<file path="config.mk">
export PLATFORM = sky130hd
export DESIGN_NAME = vga_piano_renderer
export DESIGN_NICKNAME = d
export VERILOG_FILES = /design/src/rtl/vga_piano_renderer.sv
export SDC_FILE = /design/constraint.sdc
export NUM_CORES = 1
export LEC_CHECK = 0
export BUFFER_PORTS_ARGS = -buffer_cell sky130_fd_sc_hd__buf_4
export CAP_MARGIN = 20
export CORE_UTILIZATION = 56
export CTS_CLUSTER_DIAMETER = 60
export DETAILED_ROUTE_END_ITERATION = 8
export PLACE_DENSITY = 0.79
export SETUP_SLACK_MARGIN = 0.3
export SYNTH_ARGS = -nofsm -noshare
export SYNTH_HDL_FRONTEND = slang
export SYNTH_SLANG_ARGS = --single-unit
</file>
<file path="constraint.sdc">
create_clock -name clk -period 2.5 [get_ports clk]
set_clock_uncertainty 0.15 [all_clocks]
set_input_delay 0.25 -clock clk [delete_from_list [all_inputs] [get_ports clk]]
set_output_delay 0.25 -clock clk [all_outputs]
set_load 0.05 [all_outputs]
</file>
<file path="src/rtl/vga_piano_renderer.sv">
// vga_piano_renderer: 640x480 VGA timing generator drawing a sky band over a piano keyboard
// Ports: clk pixel clock; reset async active-high; key_pressed per-key flags;
//        hsync/vsync active-low syncs; sync_b tied 0; blank_b high on visible pixels;
//        red/green/blue pixel colour; frame_start one-cycle pulse on pixel (0,0).
// Macro VGA_PIANO_HILITE_EN enables pressed-key highlighting (latched once per frame).
// Outputs lag the counters by exactly two clocks (decode stage, colour stage).
module vga_piano_renderer #(
  parameter int H_ACTIVE = 640,
  parameter int H_FP = 16,
  parameter int H_SYNC = 96,
  parameter int H_BP = 48,
  parameter int V_ACTIVE = 480,
  parameter int V_FP = 10,
  parameter int V_SYNC = 2,
  parameter int V_BP = 33,
  parameter int NUM_KEYS = 7,
  parameter int KEY_W = 90,
  parameter int SKY_H = 192,
  parameter int BKEY_BOTTOM = 400,
  parameter int BKEY_HALF = 25,
  parameter logic [NUM_KEYS-1:0] BKEY_MASK = 7'b1110110,
  parameter logic [23:0] SKY_RGB = 24'hDAE8FC,
  parameter logic [23:0] HILITE_RGB = 24'h80C0FF
) (
  input  logic clk,
  input  logic reset,
  input  logic [NUM_KEYS-1:0] key_pressed,
  output logic hsync,
  output logic vsync,
  output logic sync_b,
  output logic blank_b,
  output logic [7:0] red,
  output logic [7:0] green,
  output logic [7:0] blue,
  output logic frame_start
);
  localparam int H_TOTAL = H_ACTIVE + H_FP + H_SYNC + H_BP;
  localparam int V_TOTAL = V_ACTIVE + V_FP + V_SYNC + V_BP;
  localparam int HW = $clog2(H_TOTAL);
  localparam int VW = $clog2(V_TOTAL);
  localparam int KW = $clog2(KEY_W);
  localparam int IW = $clog2(NUM_KEYS + 1);
  localparam int MW = NUM_KEYS + 2;
  // Two zero pad bits so boundaries past the last key never carry a black key.
  localparam logic [MW-1:0] MASK = {2'b00, BKEY_MASK};
  logic [HW-1:0] hcnt;
  logic [VW-1:0] vcnt;
  logic [KW-1:0] kofs;
  logic [IW-1:0] kidx;
  logic h_end, v_end, k_end;
  logic [MW-1:0] sel;
  logic vis, sky, line, bkey, press, hs, vs, fs;
  logic s1_vis, s1_sky, s1_line, s1_bkey, s1_press, s1_hs, s1_vs, s1_fs;
  logic s2_vis, s2_hs, s2_vs, s2_fs;
  logic [23:0] rgb;
  assign h_end = hcnt == HW'(H_TOTAL - 1);
  assign v_end = vcnt == VW'(V_TOTAL - 1);
  assign k_end = kofs == KW'(KEY_W - 1);
  always_ff @(posedge clk or posedge reset)
    if (reset) begin
      hcnt <= '0;
      vcnt <= '0;
      kofs <= '0;
      kidx <= '0;
    end else begin
      hcnt <= h_end ? '0 : hcnt + 1'b1;
      vcnt <= h_end ? (v_end ? '0 : vcnt + 1'b1) : vcnt;
      kofs <= (h_end || k_end) ? '0 : kofs + 1'b1;
      kidx <= h_end ? '0 : (k_end && kidx != IW'(NUM_KEYS)) ? kidx + 1'b1 : kidx;
    end
`ifdef VGA_PIANO_HILITE_EN
  // Latched on the last pixel of the frame so a whole frame shows one key snapshot.
  logic [NUM_KEYS-1:0] frame_keys;
  always_ff @(posedge clk or posedge reset)
    if (reset) frame_keys <= '0;
    else if (h_end && v_end) frame_keys <= key_pressed;
  assign press = |(frame_keys & sel[NUM_KEYS-1:0]);
`else
  logic unused_keys;
  assign unused_keys = ^key_pressed;
  assign press = 1'b0;
`endif
  always_comb begin
    sel = MW'(1) << kidx;
    vis = hcnt < HW'(H_ACTIVE) && vcnt < VW'(V_ACTIVE);
    sky = vcnt < VW'(SKY_H);
    line = vcnt == VW'(SKY_H) || (vcnt > VW'(SKY_H) && kofs == '0) || hcnt == HW'(H_ACTIVE - 1);
    bkey = vcnt > VW'(SKY_H) && vcnt <= VW'(BKEY_BOTTOM) &&
           ((kofs < KW'(BKEY_HALF) && |(MASK & sel)) ||
            (kofs >= KW'(KEY_W - BKEY_HALF) && |(MASK & (sel << 1))));
    hs = hcnt >= HW'(H_ACTIVE + H_FP) && hcnt < HW'(H_ACTIVE + H_FP + H_SYNC);
    vs = vcnt >= VW'(V_ACTIVE + V_FP) && vcnt < VW'(V_ACTIVE + V_FP + V_SYNC);
    fs = hcnt == '0 && vcnt == '0;
  end
  always_ff @(posedge clk or posedge reset)
    if (reset) begin
      {s1_vis, s1_sky, s1_line, s1_bkey, s1_press, s1_hs, s1_vs, s1_fs} <= '0;
      {s2_vis, s2_hs, s2_vs, s2_fs} <= '0;
      rgb <= '0;
    end else begin
      {s1_vis, s1_sky, s1_line, s1_bkey, s1_press, s1_hs, s1_vs, s1_fs} <= {vis, sky, line, bkey, press, hs, vs, fs};
      {s2_vis, s2_hs, s2_vs, s2_fs} <= {s1_vis, s1_hs, s1_vs, s1_fs};
      rgb <= !s1_vis ? 24'h000000 : s1_sky ? SKY_RGB : (s1_line || s1_bkey) ? 24'h000000 :
             s1_press ? HILITE_RGB : 24'hFFFFFF;
    end
  // Sync stages hold "in sync pulse" so a cleared register reads as an idle-high output.
  assign hsync = ~s2_hs;
  assign vsync = ~s2_vs;
  assign sync_b = 1'b0;
  assign blank_b = s2_vis;
  assign frame_start = s2_fs;
  assign {red, green, blue} = rgb;
endmodule

</file>
== Word level (Yosys, flattened, before mapping) ==
Index checks and enable logic that the tools add are counted.

* Add/subtract/negate cells: 4
* Multipliers: 0
* Divide/modulo/power cells: 0
* Magnitude comparators: 11
* Equality and inequality tests: 6
* Shifts and indexed selects: 1
* Muxes and demuxes: 8
* Bitwise operators: 2
* Reduce and logical (&&, ||, !) cells: 21

{| class="wikitable"
|+ Operators by type and width
! kind !! number
|-
| $mux W24 || 3
|-
| $eq A10 B10 Y1 const B || 3
|-
| $add A10 B1 Y10 const B || 2
|-
| $logic_not A10 Y1 || 2
|-
| $lt A10 B10 Y1 const B || 2
|-
| $lt A10 B9 Y1 const B || 2
|-
| $mux W10 || 2
|-
| $eq A10 B8 Y1 const B || 1
|-
| $ge A10 B10 Y1 const B || 1
|-
| $ge A10 B9 Y1 const B || 1
|-
| $gt A10 B8 Y1 const B || 1
|-
| $le A10 B9 Y1 const B || 1
|-
| $logic_and A1 B1 Y1 || 10
|-
| $lt A10 B8 Y1 const B || 1
|-
| $reduce_or A5 Y1 || 2
|-
| $add A7 B1 Y7 const B || 1
|-
| $eq A7 B7 Y1 const B || 1
|-
| $ge A7 B7 Y1 const B || 1
|-
| $logic_not A7 Y1 || 1
|-
| $lt A7 B5 Y1 const B || 1
|-
| $mux W7 || 1
|-
| $shl A1 B3 Y7 const A || 1
|-
| $mux W3 || 2
|-
| $logic_or A1 B1 Y1 || 5
|-
| other kinds (4) || 5
|}

* Bits in registers: 65
* Latch bits: 0
* RAM bits: 0
* ROM bits: 0
* Input bits: 9
* Output and inout port bits: 29
* Word-level logic and storage cells: 69
* Memories: 0

== Logic depth before layout (Yosys ltp) ==
* Depth in word-level cells: 5
* Gate-level depth with buffers: 8
* Gate-level depth less buffers: 6

== Worst setup path before layout ==
No wires, ideal clock.

* Kind: reg-to-reg
* From: register hcnt[0]
* To: register vcnt[4]
* Setup time: 0.125 ns
* Arrival: 1.546 ns
* Data required time: 2.225 ns
* Slack: 0.679 ns
* Cell stages (with the launch flop): 8
* Path buffers: 2
* Clock period less this slack: 1.821 ns
* Path through: dfrtp_1 ha_1 and3_1 buf_4 and3_1 buf_6 nand4_2 mux2_4

* Longest elaborated chain between the ends: 1

{| class="wikitable"
|+ RTL lines
! item !! RTL line !! text
|-
| from (decl) || 46 || <nowiki>logic [HW-1:0] hcnt;</nowiki>
|-
| from (signal assigned) || 66 || <nowiki>hcnt <= h_end ? '0 : hcnt + 1'b1;</nowiki>
|-
| $eq A10 B10 Y1 || 56 || <nowiki>assign h_end = hcnt == HW'(H_TOTAL - 1);</nowiki>
|-
| to (signal assigned) || 67 || <nowiki>vcnt <= h_end ? (v_end ? '0 : vcnt + 1'b1) : vcnt;</nowiki>
|-
| to (decl) || 47 || <nowiki>logic [VW-1:0] vcnt;</nowiki>
|}

Every way passes these cells.
A chain may end at the register's enable or synchronous reset.

== Worst setup path in the final report ==
* From: register hcnt[0]
* To: register vcnt[7]

The elaborated chain is that of the path after synthesis.

==> impl_metrics.yaml <==
die:
  num_io_pins: 38
  dieWidth_um: 66.3
  die_area_um2: 4390
  row_count: 22
  start_util: 0.609
  coreArea_um2: 3800
  fp.dieH_um: 66.3
yosys:
  synth.distinct_cells: 42
  yosysSeqAreaShare: 0.465
  ys_warn_count: 0
  synth-edff-count: 0
  syn_area_um2: 2310
  synthArstFlopShare: 1.00
  syn-num-nets: 253
  syn_area_per_cell_um2: 9.97
  synth-seq-cells: 43
  yosys_most_used_dff: "dfrtp_1"
  syn_inst: 232
clock_network:
  cts-root-buf: "clkbuf_8"
  cts_made_buffers: 5
  cts.sinks: 43
  clk_latency_ns: 0.29
  htree_levels: 2
  clk_pin_slew_ns: 0.08
  cts_tree: "yes"
  clockBufferDepth: 2
drt:
  drc: 0
  drtPass1Iterations: 4
  vias_per_cell: 5.67
  vias: 1644
  routed_wl_um: 3910
  wire_per_inst_um: 13.5
  drtIter0Drc: 80
  postRouteAntennaNets: 0
power_and_ir_drop:
  p_comb_frac: 0.017
  seq_power_share: 0.605
  power_switching_uw: 234
  p_clk_frac: 0.378
  ir_drop_mv: 0.244
  p_per_area_nw_per_um2: 460
  switching_share: 0.204
  p_int_uw: 915
  p_leak_uw: 0.00118
timing:
  hold-worst-slack_ns: 0.200
  hold_violations: 0
  slew_headroom: 0.648
  period_needed_ns: 1.96
  report.final.slew_viol_count: 0
  setup_tns_ns: 0
  worstMarginPinSlew_ns: 0.523
  final-setup-viol-count: 0
  rsz0062_at_grt: "no"
  fmax_mhz: 510
  finalCritPeriodShare: 0.784
worst_setup_path:
  startpoint_type: "register"
  crit_fanout: 11
  reg2reg_to: "vcnt[7]"
  r2r-start: "hcnt[0]"
  crit_path_max_incr_delay_ns: 0.41
  timing.critical_path.from: "hcnt[0]"
  cp-end-kind: "register"
  critPathArrivalTime_ns: 1.99
  ff2ff_setup_slack_ns: 0.54
  critPathKind: "reg -> reg"
  worstSetupEndpoint: "vcnt[7]"
  path_cells: "ha_1, and3_1, and3_2, buf_4, nand4_1, xnor2_1"
  worst_path_max_delay_cell: "dfrtp_1"
  cp_data_required_time_ns: 2.53
  r2r_cells: 6
placement:
  gp_congestion: 0.867
  dp.cells: 282
  portBuffers: 29
  dpl.hpwl_um: 2780
  placed_cell_area_um2: 2400
layout:
  drive_above_1_share: 0.186
  num-fill-cells: 323
  final_common_cell: "dfrtp_1"
  area_growth_pct: 8.12
  final_cell_area_um2: 2500
  final_cells: 290
  seq_area_um2: 1080
  multiInputGateArea_um2: 973
  layout_common_cells: "43 x dfrtp_1, 32 x buf_4, 28 x nor2_1, 14 x inv_1, 14 x nand3_1"
  n_antenna_cell: 0
  nets: 263
global_routing:
  track_usage: 0.204
  grt_pass1_vias: 1487
  grt_max_degree: 44
  grt_first_pass_wirelength_um: 6610
  antenna_found_initial: 0
  grt-ovfl-total: 0
flow_run:
  maxCapViolCount: 0
hold_path:
  min_from: "s1_fs"
  hp-class: "reg -> reg"
run_status:
  outcome: "finished, final reports clean"
-- power by group through the flow --
stage / clock (uW) / sequential, uW / combinational, uW
floorplan: 0 / 709 / 14.7
global route: 483 / 695 / 22.8
global placement: 0 / 709 / 19.3
CTS: 451 / 695 / 20.7
detailed placement: 0 / 709 / 19.4
finish: 435 / 695 / 19.4
-- per-stage QoR --
stage / setup slack [ns] / utilization / power [uW]
floorplan: 0.679 / - / 723
global placement: 0.499 / 0.632 / 728
detailed placement: 0.473 / 0.632 / 728
CTS: 0.456 / 0.658 / 1170
global route: 0.392 / 0.658 / 1200
finish: 0.541 / 0.658 / 1150
-- timing repair --
action | in CTS | in global routing
endpoints found under the setup margin | 0 | 1
gates resized for setup | 0 | 1
setup buffers | 0 | 0
hold endpoints to repair | 43 | 0
hold buffers | 1 | 0
-- worst min-delay path by stage --
| stage | end | cells after the start |
|---|---|---|
| 2_1_floorplan | frame_start | 0 |
| 4_1_cts | s2_hs | 0 |
| 3_3_place_gp | s2_hs | 0 |
| 5_1_grt | frame_start | 0 |
| 3_5_place_dp | s2_hs | 0 |
| 6_report | frame_start | 0 |
-- worst max-delay path, delay by kind of cell, from the launching register on --
kind                     cells  cell delay (ns)
AND/OR/NAND/NOR              3             0.73
flip-flops                   1             0.41
adder cells (fa/ha/maj)      1             0.21
buffers and inverters        1             0.20
XOR/XNOR                     1             0.15
-- cells in the mapped netlist (2+ instances only) --
cell	instances	area, um2
nand3_1	14	70.1
inv_1	14	52.6
a21oi_1	2	10.0
dfrtp_1	43	1080
nand4_1	6	37.5
o21ai_0	8	40.0
xnor2_1	11	96.3
nor4b_1	3	26.3
and3_1	5	31.3
nor2b_1	2	12.5
xor2_1	5	43.8
buf_4	24	180
mux2i_1	3	30.0
a21boi_0	2	15.0
and4b_1	2	20.0
o31ai_1	2	15.0
nor3_1	4	20.0
a211oi_1	2	15.0
nor4_1	6	37.5
and2_1	3	18.8
ha_1	12	150
clkbuf_1	4	15.0
nand2_1	9	33.8
nor2_1	28	105
-- layout make-up --
type,instances,share of cell area
clock buffer,6,0.0330
clock inverter,1,0.00200
inverter,14,0.0210
multi-input combinational,145,0.389
sequential,43,0.430
tap,48,0.0240
timing repair buffer,33,0.100
-- per-layer routing --
layer | share of wire | global-route usage | up-vias | wire length (um)
li1 | - | - | 795 | -
met1 | 0.45 | 0.256 | 793 | 1770
met2 | 0.47 | 0.330 | 48 | 1840
met3 | 0.053 | 0.0362 | 8 | 209
met4 | 0.020 | 0.117 | 0 | 80
met5 | 0 | 0 | - | 0
-- kinds of logic (layout without fill, tap and decap cells) --
kind of cell	after synthesis	in the layout	synth area share
adder cells (fa/ha/maj)	12	12	0.0649
AND/OR/NAND/NOR	87	87	0.199
AO/OA/AOI/OAI	24	24	0.0703
buffers and inverters	44	54	0.114
multiplexers	5	5	0.0243
other	1	1	0.00162
XOR/XNOR	16	16	0.0606
flip-flops	43	43	0.465
-- sequential cells by signal, summed over array words and instances, names as in the netlist --
signal       flops
s2_hs            1
kidx             3
s1_sky           1
s1_vs            1
hcnt            10
s1_vis           1
s1_line          1
frame_start      1
rgb              2
kofs             7
s1_hs            1
vcnt            10
s1_fs            1
s2_vs            1
s1_bkey          1
blank_b          1
No activity file was read; power rests on OpenSTA's default activity.
